--- config.mk ---
export PLATFORM = sky130hd
export DESIGN_NAME = if_stage
export DESIGN_NICKNAME = d
export VERILOG_FILES = /design/src/rtl/if_stage.sv
export SDC_FILE = /design/constraint.sdc
export NUM_CORES = 1
export LEC_CHECK = 0
export BUFFER_PORTS_ARGS = -buffer_cell sky130_fd_sc_hd__buf_4
export CORE_AREA = 5 5 140 142
export DETAILED_ROUTE_END_ITERATION = 8
export DIE_AREA = 0 0 145 147
export PLACE_DENSITY_LB_ADDON = 0.1
export RECOVER_POWER = 25
export SLEW_MARGIN = 20
export SYNTH_ARGS = -nofsm -noshare
export SYNTH_HDL_FRONTEND = slang
export SYNTH_SLANG_ARGS = --single-unit
--- constraint.sdc ---
create_clock -name clk -period 2.45 [get_ports clk]
set_input_delay 0.3675 -clock clk [delete_from_list [all_inputs] [get_ports clk]]
set_output_delay 0.3675 -clock clk [all_outputs]
set_load 0.05 [all_outputs]
--- src/rtl/if_stage.sv ---
// Instruction fetch stage: owns the PC, issues one-at-a-time word fetches
// to instruction memory and loads the IF/ID pipeline register for id_stage.
module if_stage #(
    parameter logic [31:0] RESET_PC = 32'h0000_0000,
    parameter logic [31:0] NOP_INST = 32'h0000_0013
) (
    input  logic        clk,
    input  logic        rst,
    input  logic        stall_if,
    input  logic        take_branch,
    input  logic [31:0] target_pc,
    output logic        imem_req_valid,
    output logic [31:0] imem_req_addr,
    input  logic        imem_req_ready,
    input  logic        imem_rsp_valid,
    input  logic [31:0] imem_rsp_data,
    output logic [31:0] if_id_IR,
    output logic [31:0] if_id_PC,
    output logic [31:0] if_id_NPC,
    output logic        if_id_valid_inst
);

    typedef enum logic [1:0] {
        S_REQ,
        S_WAIT,
        S_HOLD,
        S_DISCARD
    } state_t;

    state_t      state_q, state_d;
    logic [31:0] pc_q, pc_d;
    logic [31:0] buf_q, buf_d;
    logic [31:0] ir_q, ir_d;
    logic [31:0] ifpc_q, ifpc_d;
    logic [31:0] npc_q, npc_d;
    logic        valid_q, valid_d;

    logic        load;
    logic [31:0] load_word;
    logic        req_valid;
    logic [31:0] tgt;

    // Fetch FSM: next state, PC, skid buffer and the "load IF/ID" strobe.
    always_comb begin
        state_d   = state_q;
        pc_d      = pc_q;
        buf_d     = buf_q;
        load      = 1'b0;
        load_word = '0;
        req_valid = 1'b0;
        tgt       = target_pc & 32'hFFFF_FFFC;
        case (state_q)
            S_REQ: begin
                req_valid = 1'b1;
                if (take_branch) begin
                    pc_d = tgt;
                    if (imem_req_ready) state_d = S_DISCARD;
                end else if (imem_req_ready) begin
                    state_d = S_WAIT;
                end
            end
            S_WAIT: begin
                if (imem_rsp_valid) begin
                    state_d = S_REQ;
                    if (take_branch) begin
                        pc_d = tgt;
                    end else if (stall_if) begin
                        buf_d   = imem_rsp_data;
                        state_d = S_HOLD;
                    end else begin
                        load      = 1'b1;
                        load_word = imem_rsp_data;
                        pc_d      = pc_q + 32'd4;
                    end
                end else if (take_branch) begin
                    pc_d    = tgt;
                    state_d = S_DISCARD;
                end
            end
            S_HOLD: begin
                if (take_branch) begin
                    pc_d    = tgt;
                    state_d = S_REQ;
                end else if (!stall_if) begin
                    load      = 1'b1;
                    load_word = buf_q;
                    pc_d      = pc_q + 32'd4;
                    state_d   = S_REQ;
                end
            end
            S_DISCARD: begin
                if (take_branch) pc_d = tgt;
                if (imem_rsp_valid) state_d = S_REQ;
            end
            default: state_d = S_REQ;
        endcase
    end

    // IF/ID register: flush beats stall, stall beats load, otherwise a bubble.
    always_comb begin
        ir_d    = ir_q;
        ifpc_d  = ifpc_q;
        npc_d   = npc_q;
        valid_d = valid_q;
        if (take_branch) begin
            ir_d    = NOP_INST;
            valid_d = 1'b0;
        end else if (!stall_if) begin
            if (load) begin
                ir_d    = load_word;
                ifpc_d  = pc_q;
                npc_d   = pc_q + 32'd4;
                valid_d = 1'b1;
            end else begin
                ir_d    = NOP_INST;
                valid_d = 1'b0;
            end
        end
    end

    // State and pipeline registers with synchronous reset.
    always_ff @(posedge clk) begin
        if (rst) begin
            state_q <= S_REQ;
            pc_q    <= RESET_PC;
            buf_q   <= '0;
            ir_q    <= NOP_INST;
            ifpc_q  <= '0;
            npc_q   <= '0;
            valid_q <= 1'b0;
        end else begin
            state_q <= state_d;
            pc_q    <= pc_d;
            buf_q   <= buf_d;
            ir_q    <= ir_d;
            ifpc_q  <= ifpc_d;
            npc_q   <= npc_d;
            valid_q <= valid_d;
        end
    end

    assign imem_req_valid   = req_valid & ~rst;
    assign imem_req_addr    = pc_q;
    assign if_id_IR         = ir_q;
    assign if_id_PC         = ifpc_q;
    assign if_id_NPC        = npc_q;
    assign if_id_valid_inst = valid_q;

endmodule

## Word level (Yosys, flattened, before mapping)

Index checks and enable logic that the tools add are counted.

| word-level totals | value |
|---|---|
| register bits | 163 |
| bits in latches | 0 |
| bits in writable memories | 0 |
| memory bits (read-only) | 0 |
| input bits | 70 |
| output and inout bits | 130 |
| logic and storage cells | 50 |
| memories | 0 |

| operators by class | value |
|---|---|
| add/subtract/negate cells | 1 |
| multipliers | 0 |
| divide/modulo/power cells | 0 |
| $lt $le $gt $ge | 0 |
| equal/unequal tests | 7 |
| shifts and indexed selects | 0 |
| mux-type cells | 25 |
| bitwise gates (word level) | 4 |
| reduce and logical (&&, ||, !) cells | 6 |

Operator list:

| operator | count |
|---|---|
| 2-to-1 mux 32 bit | 6 |
| one-hot mux 32 bit (3 select lines) | 1 |
| one-hot mux 32 bit (2 select lines) | 1 |
| adder 32 x 3 -> 32 bit, second input constant | 1 |
| 2-to-1 mux 2 bit | 10 |
| one-hot mux 2 bit (4 select lines) | 1 |
| AND reduction 4 bit | 2 |
| inequality test 3 bit, second input constant | 2 |
| 2-to-1 mux 1 bit | 5 |
| equality test 2 bit, second input constant | 2 |
| inequality test 2 bit, second input constant | 2 |
| OR reduction 2 bit | 2 |
| NOT 1 bit | 3 |
| AND reduction 3 bit | 1 |
| equality test 2 x 1 -> 1 bit, second input constant | 1 |
| zero test 2 bit | 1 |
| one-hot mux 1 bit (2 select lines) | 1 |
| AND 1 bit | 1 |

## Logic depth before layout (Yosys ltp)

Gate-level depths: netlist of run 1.

| logic depth | value |
|---|---|
| depth in word-level cells | 5 |
| gate-level depth with buffers | 11 |
| mapped depth without buffers | 7 |

## Least setup slack after synthesis of run 1

OpenSTA, ideal clock, no wires.

| timing | value |
|---|---|
| path kind | reg2reg |
| start point | register pc_q[2], in the netlist imem_req_addr[2] |
| end point | register npc_q[26], in the netlist if_id_NPC[26] |
| library setup time | 0.086 ns |
| arrival | 2.206 ns |
| data required time | 2.364 ns |
| setup slack | 0.158 ns |
| stages on the path, launching flop included | 8 |
| buffers on the path | 1 |
| clock period less this slack | 2.292 ns |
| path through | dfxtp_1 ha_1 nand3_2 nor4_4 buf_4 nand3_1 xnor2_1 a211oi_1 |

| between the ends | value |
|---|---|
| longest elaborated chain between the ends | 1 |

Ends and longest elaborated chain:

| what | line | RTL |
|---|---|---|
| from (decl) | 31 | `logic [31:0] pc_q, pc_d;` |
| from (signal assigned) | 133 | `pc_q <= pc_d;` |
| adder 32 x 3 -> 32 bit | 112 | `npc_d = pc_q + 32'd4;` |
| to (signal assigned) | 137 | `npc_q <= npc_d;` |
| to (decl) | 35 | `logic [31:0] npc_q, npc_d;` |

Every way passes these cells.
A chain may end at the register's enable or synchronous reset.

## Worst setup path after layout of run 1

| timing | value |
|---|---|
| start point | register state_q[0] |
| end point | register npc_q[12], in the netlist if_id_NPC[12] |

| between the ends | value |
|---|---|
| longest elaborated chain between the ends | 3 |
| elaborated cells on any way between the ends | 4 |
| those cells by class | eq/ne: 2; mux: 1; reduce/logical: 1 |

Ends and longest elaborated chain:

| what | line | RTL |
|---|---|---|
| from (decl) | 30 | `state_t state_q, state_d;` |
| from (signal assigned) | 132 | `state_q <= state_d;` |
| equality test 2 bit or equality test 2 x 1 -> 1 bit (tied branches) | 52 | `case (state_q)` |
| one-hot mux 1 bit (2 select lines) * | 52 |  |
| AND reduction 3 bit (no source line) * | -- |  |

Mark *: on every way between the ends. The rest lies on a longest branch, timed or not.

==> results of run 1 <==
-- state kept, by name, indices dropped and copies added (netlist names) --
register          cells
buf_q                32
if_id_IR             32
if_id_NPC            30
if_id_PC             32
if_id_valid_inst      1
imem_req_addr        32
state_q               2
-- worst max-delay path, delay by kind of cell, from the launching register on --
kind                     cells  cell delay (ns)
buffers and inverters        5             0.97
AO/OA/AOI/OAI                2             0.28
AND/OR/NAND/NOR              2             0.24
adder cells (fa/ha/maj)      1             0.35
flip-flops                   1             0.34
-- area by class of cell --
type / instances / area share
Clock buffer: 20 / 0.0508
Clock inverter: 11 / 0.0166
Inverter: 9 / 0.00368
Multi-Input combinational cell: 591 / 0.376
Sequential cell: 161 / 0.351
Tap cell: 234 / 0.0319
Timing Repair Buffer: 233 / 0.171
-- metal layers --
layer | share of wire | routed length [um] | track usage | up-vias
met2 | 0.48 | 9850 | 0.317 | 155
met1 | 0.45 | 9290 | 0.237 | 3028
met3 | 0.061 | 1270 | 0.0577 | 19
met4 | 0.015 | 302 | 0.0546 | 0
li1 | - | - | - | 3293
met5 | 0 | 0 | 0 | -
-- where the power goes --
part	switching, W	internal, W	total (W)	leakage (nW)
sequential	0.000272	0.00284	0.00312	1.30
clock	0.00110	0.00169	0.00278	0.295
combinational	0.00173	0.000887	0.00262	1.83
total	0.00310	0.00542	0.00852	3.43
-- worst paths after layout --
check | slack [ns] | end | startpoint
worst max register to register | 0.18 | if_id_NPC[12] | state_q[0]
worst max-delay path | 0.18 | if_id_NPC[12] | state_q[0]
worst min register to register | 0.45 | if_id_PC[13] | if_id_PC[13]
worst min-delay path | 0.15 | imem_req_addr[14] | target_pc[14]
-- timing repair --
action | CTS | global route
endpoints found under the setup margin | 0 | 74
setup buffers | 0 | 0
resized for setup | 0 | 8
-- kinds of logic (layout without fill, tap and decap cells) --
kind of cell,count (synthesis),count (layout),share of synthesized area
flops,161,161,0.455
compound gates,240,240,0.230
buf+inv,82,273,0.0618
simple gates,311,311,0.200
fa+ha+maj,6,6,0.0106
mux,7,7,0.00988
xor+xnor,27,27,0.0334
-- metrics by stage --
stage / util / setup slack, ns / cells
floorplan: - / 0.158 / 834
global placement: 0.480 / 0.116 / 1228
detailed placement: 0.480 / 0.0852 / 1228
CTS: 0.514 / 0.0728 / 1259
global route: 0.501 / -0.0294 / 1259
finish: 0.501 / 0.180 / 1259
-- layout by cell type (no fill, tap or decap), types with 3 or more instances in the layout --
master	n
buf_4	156
nor4_4	3
nand4_1	5
xor2_1	15
o21ai_0	19
or3_1	3
o21ai_1	7
a22o_1	29
dfxtp_1	161
nand3_1	16
and2_1	6
buf_12	6
o311ai_1	11
nor2_1	77
a211oi_2	6
clkbuf_8	3
o22ai_1	9
nand2_1	161
a22oi_1	30
nor3_1	6
a21oi_1	80
a221oi_1	5
ha_1	6
clkbuf_1	69
nor2b_1	6
clkinvlp_4	3
and3_1	6
inv_1	8
a211oi_1	20
clkbuf_16	17
bufinv_16	3
xnor2_1	12
nand2b_1	5
mux2i_1	7
nor3b_1	4
a31oi_1	7
==> metrics.md, run 1 <==
| Metric | Value |
|---|---|
| Cell leakage power | `3.43 nW` |
| # IOs | `200` |
| Slew margin rel. | `0.392` |
| Drt drc | `0` |
| Synth top cells by count | `dfxtp_1, nand2_1, a21oi_1` |
| I/O Buffers | `about 200` |
| First-pass GRT wire length | `33.6 mm` |
| Die Area | `21300 sq um` |
| Cts bufs inserted | `17` |
| N_diodes | `0` |
| Slew at the pin with the worst max-slew slack | `roughly 0.9 ns` |
| WL/cell | `around 16 um` |
| Crit end category | `register` |
| 1st-pass router iterations | `4` |
| Fin Hold WS | `about 0.15 ns` |
| Register Area | `3220 sq um` |
| Min-Delay Path Class | `in2reg` |
| Slowest-stage cell, CP | `ha_1` |
| Remaining Overflow, GRT | `0` |
| H-tree levels | `4` |
| Initial antenna violation count | `0` |
| Power Total | `approximately 0.0085 W` |
| Clock sink count | `161` |
| Die height | `147 um` |
| Clk Latency, worst-skew pair | `between 0.4 and 0.5 ns` |
| Crit Path Max Fanout | `34` |
| Dpl hpwl | `~14 mm` |
| R2R cell count | `10` |
| Core area | `18300 sq um` |
| CP Cell Sequence | `inv_1 -> ha_1 -> buf_12 -> o21ai_2 -> buf_4 -> nor3_4 -> buf_12 -> buf_4 -> nor2_1 -> a211oi_1` |
| Synthesis-to-layout area growth | `29.6%` |
| Via Count | `between 6000 and 7000` |
| Share of cells above drive strength 1 | `0.214` |
| Cell variety after synth | `59` |
| Top FF cell, synth | `dfxtp_1` |
| Post-synth EDFFs | `0` |
| Die width | `approximately 150 um` |
| Pwr/cell area | `927 nW/um^2` |
| Max-cap viol count | `0` |
| Seq/Total Area, Yosys | `0.455` |
| Slowest stage delay, CP | `roughly 0.35 ns` |
| Syn nets | `between 900 and 1000` |
| Mapped Cells | `834` |
| CTS tree | `yes` |
| Syn avg cell area | `8.50 sq um` |
| Rows | `50` |
| Mapped cell area | `7090 sq um` |
| Max Slew Vio Count | `0` |
| Hold Crit Depth | `3` |
| DRT iter0 DRCs | `261` |
| FMAX | `0.440 GHz` |
| Share of the synthesized area in the top cell type | `0.455` |
| Area taken by multi-input logic gates | `3450 sq um` |
| Crit start category | `register` |
| Worst-path clk slew | `0.07 ns` |
| Cell area after layout | `between 9000 and 10000 sq um` |
| Antenna Violating Nets Remaining | `0` |
| Final worst path period share | `0.927` |
| Status | `finished clean` |
| Post-synth ARST share | `0` |
| Vias in the first global route | `6325` |
| Final Wtd Congestion | `0.783` |
| Peak VDD IR | `515 uV` |
| Register bit count reported by yosys | `161` |
| Cell Area, Placed | `8790 sq um` |
| Layout Nets | `between 1000 and 1500` |
| # setup viols final | `0` |
| Clock Skew | `between 0.007 and 0.008 ns` |
| Tmin final | `2.27 ns` |
| GRT Total Usage | `0.190` |
| Synth warnings | `0` |
| DR vias/cell | `5.16` |
| Routed WL | `roughly 21 mm` |
| Req. time, crit path | `2.78 ns` |
| Setup TNS | `0 ns` |
| CP Data Arrival Time | `2.60 ns` |
| Root Driver | `clkbuf_16` |
| RSZ-0062 raised after global routing | `yes` |
| CTS Hold Buffers Added | `0` |
| Endpoints failing hold | `0` |
| Initial Utilization | `0.387` |
| Critical Setup Path Class | `reg2reg` |
| Clock buffer depth | `2` |
| Top cells by area, synth | `dfxtp_1, nand2_1, a21oi_1` |
| Largest net degree at the start of global routing | `45` |
| Fill cells | `1831` |
| Area leader, netlist | `dfxtp_1` |
Power figures use the tool's default switching activity.
==> run 2: changes to the inputs <==
--- a/config.mk
+++ b/config.mk
@@ -6,11 +6,12 @@
 export NUM_CORES = 1
 export LEC_CHECK = 0
 export BUFFER_PORTS_ARGS = -buffer_cell sky130_fd_sc_hd__buf_4
-export CORE_AREA = 5 5 140 142
+export CORE_AREA = 2 2 137 139
 export DETAILED_ROUTE_END_ITERATION = 8
-export DIE_AREA = 0 0 145 147
+export DIE_AREA = 0 0 139 141
 export PLACE_DENSITY_LB_ADDON = 0.1
 export RECOVER_POWER = 25
+export SETUP_SLACK_MARGIN = 0.3
 export SLEW_MARGIN = 20
 export SYNTH_ARGS = -nofsm -noshare
 export SYNTH_HDL_FRONTEND = slang
==> constraint.sdc (replaced) <==
create_clock -name clk -period 2.35 [get_ports clk]
set_input_delay 0.3525 -clock clk [delete_from_list [all_inputs] [get_ports clk]]
set_output_delay 0.3525 -clock clk [all_outputs]
set_load 0.05 [all_outputs]
==> run 2 against run 1 <==
  * Routed wire length up 3.8%
  * Sequential share of layout area decreased by 0.18 points
  * Sequential power is 6.4% higher
  * Non-clock buffer count up 2
  * Via count rose by 1.7%
  * Combinational power up 5%
  * Global-route usage up 2.5 points
  * Clock-buffer cell count decreased by 3
  * Clock skew grew 0.0011 ns
  * Largest cell class unchanged
  * Largest power group unchanged
==> metrics.md, run 2 (synthesis gave the netlist of run 1 again) <==
| Metric | Value |
|---|---|
| Final worst path period share | `0.844 (-0.0829)` |
| Peak VDD IR | `535 uV (+3.9%)` |
| N_diodes | `0 (unchanged)` |
| Max Slew Vio Count | `0 (unchanged)` |
| Via Count | `6603 (+1.7%)` |
| Slew margin rel. | `0.539 (+0.147)` |
| Endpoints failing hold | `0 (unchanged)` |
| DR WL met3 | `1.20 mm (-5.8%)` |
| Cts bufs inserted | `17 (unchanged)` |
| Clock sink count | `161 (unchanged)` |
| Synthesis-to-layout area growth | `31.3%` |
| Die Area | `19600 sq um (-8.1%)` |
| Critical Setup Path Class | `reg2reg` |
| Initial Utilization | `0.388 (+0.00132)` |
| Routed length on met2 | `9.92 mm (+0.72%)` |
| Core area | `18300 sq um (-0.34%)` |
| Initial antenna violation count | `0 (unchanged)` |
| DRT iter0 DRCs | `255 (-2.3%)` |
| Min-Delay Path Class | `in2reg` |
| Dpl cells | `1221 (-0.57%)` |
| Status | `finished clean` |
| Dpl hpwl | `13.7 mm (-3.7%)` |
| Rows | `50 (unchanged)` |
| Worst Slack Setup Final | `0.367 ns (+0.187 ns)` |
| # setup viols final | `0 (unchanged)` |
| Pwr/cell area | `963 nW/um^2 (+3.8%)` |
| Vias in the first global route | `6202 (-1.9%)` |
| Die width | `139 um (-4.1%)` |
| CP Data Arrival Time | `2.34 ns (-0.26 ns)` |
| Clock Skew | `0.00881 ns (+0.00114 ns)` |
| Largest net degree at the start of global routing | `61 (+36%)` |
| Req. time, crit path | `2.70 ns (-0.08 ns)` |
| Final Wtd Congestion | `0.783 (about the same)` |
| Power Total | `0.00896 W (+5.2%)` |
| Final Util | `0.510 (+0.00829)` |
| Root Driver | `clkbuf_16` |
| Layout Nets | `1091 (+0.18%)` |
| Crit Path Max Fanout | `21 (-38%)` |
| # IOs | `200 (unchanged)` |
| Die height | `141 um (-4.1%)` |
| Most frequent cells in the layout | `nand2_1, buf_4, dfxtp_1` |
| Hold Crit Depth | `3 (unchanged)` |
| Drt drc | `0 (unchanged)` |
| R2R cell count | `10 (unchanged)` |
| Commonest non-fill, non-tap cell in the layout | `nand2_1` |
| GRT Total Usage | `0.214 (+0.0249)` |
| H-tree levels | `4 (unchanged)` |
| Crit start category | `register` |
| Max-cap viol count | `0 (unchanged)` |
| Wl on met1 | `9.96 mm (+7.2%)` |
| Register Area | `3250 sq um (+0.78%)` |
| 1st-pass router iterations | `4 (unchanged)` |
| Worst-path clk slew | `0.07 ns (about the same)` |
| FMAX | `0.504 GHz (+14%)` |
| First-pass GRT wire length | `33.8 mm (+0.37%)` |
| Top Metal Used | `met4` |
| Crit end category | `register` |
| CTS tree | `yes` |
| Clk Latency, worst-skew pair | `0.43 ns (about the same)` |
| Setup TNS | `0 ns (unchanged)` |
| Area taken by multi-input logic gates | `3470 sq um (+0.65%)` |
| Routed WL | `21.5 mm (+3.8%)` |
| RSZ-0062 raised after global routing | `yes` |
| WL/cell | `17.0 um (+3.5%)` |
| Antenna Violating Nets Remaining | `0 (unchanged)` |
| Tmin final | `1.98 ns (-0.287 ns)` |
| Pre-CTS WS | `-0.0325 ns (-0.118 ns)` |
| Slew at the pin with the worst max-slew slack | `0.694 ns (-0.218 ns)` |
| DR vias/cell | `5.23 (+1.4%)` |
| I/O Buffers | `197 (unchanged)` |
| Final instance count without filler cells | `1262 (+0.24%)` |
| Clock buffer depth | `2 (unchanged)` |
| Share of cells above drive strength 1 | `0.234 (+0.0208)` |
| Cell leakage power | `3.45 nW (+0.75%)` |
| Fill cells | `1842 (+0.60%)` |
| Remaining Overflow, GRT | `0 (unchanged)` |
| R2r setup slk | `0.37 ns (+0.19 ns)` |
-- run 2: changes by cell type in the layout (fill, tap and decap cells not counted), moves of 3 or more --
| cell | delta |
|---|---|
| buf_4 | -3 |
| ha_1 | -3 |
| dfxtp_2 | +14 |
| buf_16 | +3 |
| dfxtp_1 | -16 |
| inv_6 | +3 |
| clkbuf_8 | -3 |
-- run 2: critical path, stage by stage (launching register included) --
cell and delay (ns):
dfxtp_2 0.38, inv_1 0.10, ha_1 0.34, o21ai_2 0.07, buf_4 0.15, nor3_4 0.20
buf_6 0.16, buf_4 0.13, clkbuf_16 0.19, nand2_1 0.06, a21oi_1 0.12
-- run 2: path summary, 6_finish.rpt --
kind / start / endpoint
setup reg to reg: state_q[0] / if_id_PC[9]
hold reg to reg: if_id_PC[20] / if_id_PC[20]
setup / recovery: state_q[0] / if_id_PC[9]
hold / removal: target_pc[14] / imem_req_addr[14]
-- run 2: what timing repair did --
| action | 4_1_cts | 5_1_grt |
|---|---|---|
| pin swaps | 2 | 1 |
| setup endpoints to repair | 127 | 113 |
| hold buffers | 0 | 0 |
| gates resized for setup | 11 | 7 |
| setup buffers | 3 | 2 |
| cloned | 3 | 1 |
-- run 2: layer usage --
| layer | track usage | vias to the layer above |
|---|---|---|
| li1 | - | 3295 |
| met1 | 0.283 | 3135 |
| met2 | 0.342 | 150 |
| met3 | 0.0537 | 23 |
| met4 | 0.0787 | 0 |
| met5 | 0 | - |
-- run 2: where the power goes --
group	total (W)	switching [W]	internal, W	leakage, nW
logic	0.00275	0.00178	0.000974	1.85
registers	0.00332	0.000336	0.00299	1.31
clock network	0.00288	0.00120	0.00168	0.291
-- run 2: area by class of cell --
type,count,share of cell area
multi-input combinational,591,0.373
inverter,9,0.00363
clock buffer,17,0.0457
sequential,161,0.349
tap,234,0.0315
timing repair buffer,235,0.178
clock inverter,15,0.0194
-- run 2: stage by stage --
stage | cell area, sq um | hold WS [ns]
5_1_grt | 9310 | 0.141
2_1_floorplan | 7110 | 0.436
6_report | 9310 | 0.127
4_1_cts | 9510 | 0.111
3_5_place_dp | 8740 | 0.448
3_3_place_gp | 8740 | 0.442
==> run 3: changes to the inputs <==
==> constraint.sdc (replaced) <==
create_clock -name clk -period 1.9 [get_ports clk]
set_input_delay 0.285 -clock clk [delete_from_list [all_inputs] [get_ports clk]]
set_output_delay 0.285 -clock clk [all_outputs]
set_load 0.05 [all_outputs]
==> run 3 against run 2 <==
  * Die area did not move
  * Non-clock buffer count is 89 higher
  * Cell count grew 7.1%
  * Maximum frequency rose by 4.9%
==> metrics.md, run 3 (synthesis gave the netlist of run 1 again) <==
| Metric | Value |
|---|---|
| Status | `finished clean` |
| Routed WL | `25.2 mm (+17%)` |
| CTS tree | `yes` |
| Vias in the first global route | `6460 (+4.2%)` |
| DR vias/cell | `5.41 (+3.4%)` |
| R2r setup slk | `0.01 ns (-0.36 ns)` |
| Cell leakage power | `4.86 nW (+41%)` |
| CP Cell Sequence | `inv_6 -> ha_4 -> mux2i_2 -> or4_4 -> buf_12 -> a31oi_1 -> o21ai_2 -> o311ai_4` |
| Synthesis-to-layout area growth | `72.5%` |
| Die height | `141 um (unchanged)` |
| Tmin final | `1.89 ns (-0.0926 ns)` |
| I/O Buffers | `197 (unchanged)` |
| Clock buffer depth | `2 (unchanged)` |
| Peak VDD IR | `704 uV (+32%)` |
| Initial Utilization | `0.388 (unchanged)` |
| Layout Nets | `1180 (+8.2%)` |
| Slowest-stage cell, CP | `or4_4` |
| DR WL met3 | `1.34 mm (+12%)` |
| Die Area | `19600 sq um (unchanged)` |
| Crit start category | `register` |
| Max Slew Vio Count | `0 (unchanged)` |
| Critical path's top delay family | `simple AND/OR/NAND/NOR gates` |
| Crit Path Max Fanout | `15 (-29%)` |
| Critical Setup Path Class | `reg2reg` |
| Fin Hold WS | `0.0618 ns (-0.0649 ns)` |
| Rows | `50 (unchanged)` |
| Min-Delay Path Class | `in2reg` |
| Core area | `18300 sq um (unchanged)` |
| Endpoints failing hold | `0 (unchanged)` |
| Wl on met1 | `11.2 mm (+13%)` |
| Fill cells | `1504 (-18%)` |
| First-pass GRT wire length | `35.2 mm (+4.3%)` |
| Pwr/cell area | `1060 nW/um^2 (+9.7%)` |
| # setup viols final | `0 (unchanged)` |
| WL/cell | `18.6 um (+9.3%)` |
| Power Total | `0.0129 W (+44%)` |
| Commonest non-fill, non-tap cell in the layout | `buf_4` |
| Die width | `139 um (unchanged)` |
| GRT Total Usage | `0.224 (+0.00978)` |
| Most frequent cells in the layout | `buf_4, dfxtp_1, nand2_1` |
| Largest net degree at the start of global routing | `70 (+15%)` |
| CP bufs+invs | `2 (-3)` |
| Via Count | `7307 (+11%)` |
| DRT iter0 DRCs | `383 (+50%)` |
| Slew at the pin with the worst max-slew slack | `0.541 ns (-0.153 ns)` |
| CP Data Arrival Time | `2.23 ns (-0.11 ns)` |
| Initial antenna violation count | `0 (unchanged)` |
| Cts bufs inserted | `17 (unchanged)` |
| Root Driver | `clkbuf_16` |
| Slowest stage delay, CP | `0.48 ns (+0.10 ns)` |
| Req. time, crit path | `2.24 ns (-0.46 ns)` |
| Top Metal Used | `met4` |
| Final worst path period share | `0.995 (+0.151)` |
| Slew margin rel. | `0.639 (+0.0992)` |
| 1st-pass router iterations | `4 (unchanged)` |
| Clock sink count | `161 (unchanged)` |
| H-tree levels | `4 (unchanged)` |
| Share of cells above drive strength 1 | `0.564 (+0.330)` |
| CTS Hold Buffers Added | `0 (unchanged)` |
| Register Area | `3310 sq um (+1.8%)` |
| N_diodes | `0 (unchanged)` |
| Antenna Violating Nets Remaining | `0 (unchanged)` |
| FMAX | `0.529 GHz (+4.9%)` |
| Worst-path clk slew | `0.07 ns (about the same)` |
| Dpl hpwl | `14.2 mm (+3.3%)` |
| # IOs | `200 (unchanged)` |
| Area taken by multi-input logic gates | `4770 sq um (+37%)` |
| Crit end category | `register` |
| Drt drc | `0 (unchanged)` |
| Max-cap viol count | `0 (unchanged)` |
| RSZ-0062 raised after global routing | `yes` |
| Clk Latency, worst-skew pair | `0.43 ns (about the same)` |
| Remaining Overflow, GRT | `0 (unchanged)` |
| Clock Skew | `0.00818 ns (-0.000635 ns)` |
| Routed length on met2 | `12.2 mm (+23%)` |
| Final Wtd Congestion | `0.792 (+1.0%)` |
==> run 3: cell types whose count changed in the layout (fill, tap and decap cells not counted), sizes merged <==
cell	previous run	this run
clkinv	5	8
clkinvlp	3	1
clkbuf	88	32
bufinv	3	2
inv	13	10
buf	164	311
bufbuf	0	1
==> run 3: final timing paths <==
kind	start	to	cells past startpoint
worst max-delay path	state_q[1]	imem_req_addr[20]	8
worst min-delay path	target_pc[24]	imem_req_addr[24]	3
worst max register to register	state_q[1]	imem_req_addr[20]	8
worst min register to register	if_id_PC[23]	if_id_PC[23]	2
==> run 3: where the power goes <==
| part | switching [W] | internal [W] |
|---|---|---|
| registers | 0.000491 | 0.00374 |
| clock network | 0.00146 | 0.00205 |
| logic | 0.00286 | 0.00233 |
==> run 3: through the flow <==
stage               instances  worst slack [ns]  area (sq um)  utilization  setup TNS (ns)
finish                   1351           0.00978         12200        0.669               0
global route             1351           -0.0445         12200        0.669          -0.541
CTS                      1306            0.0414         10600        0.581               0
detailed placement       1244            -0.123          9280        0.508           -2.29
global placement         1244           -0.0510          9280        0.508           -1.03
floorplan                 834           -0.0314          7520            -         -0.0472
==> run 3: layout make-up <==
type,instances,share of cell area
Clock buffer,20,0.0383
Sequential cell,161,0.270
Multi-Input combinational cell,591,0.390
Tap cell,234,0.0239
Timing Repair Buffer,324,0.264
Inverter,9,0.00338
Clock inverter,12,0.0105
==> run 3: layer usage <==
layer,up-vias,track usage
li1,3494,-
met1,3572,0.315
met2,210,0.347
met3,31,0.0493
met4,0,0.0665
met5,-,0
==> run 3: worst min-delay path, delay by kind of cell <==
| kind | cells | cell delay, ns |
|---|---|---|
| simple gates | 1 | 0.04 |
| buf+inv | 1 | 0.08 |
| compound gates | 1 | 0.05 |
==> run 3: repair_timing <==
action / 4_1_cts / 5_1_grt
buffers inserted: 21 / 29
hold endpoints to repair: 0 / 0
setup endpoints to repair: 160 / 160
resized for setup: 75 / 248
pin swaps: 39 / 101
gates cloned: 9 / 16
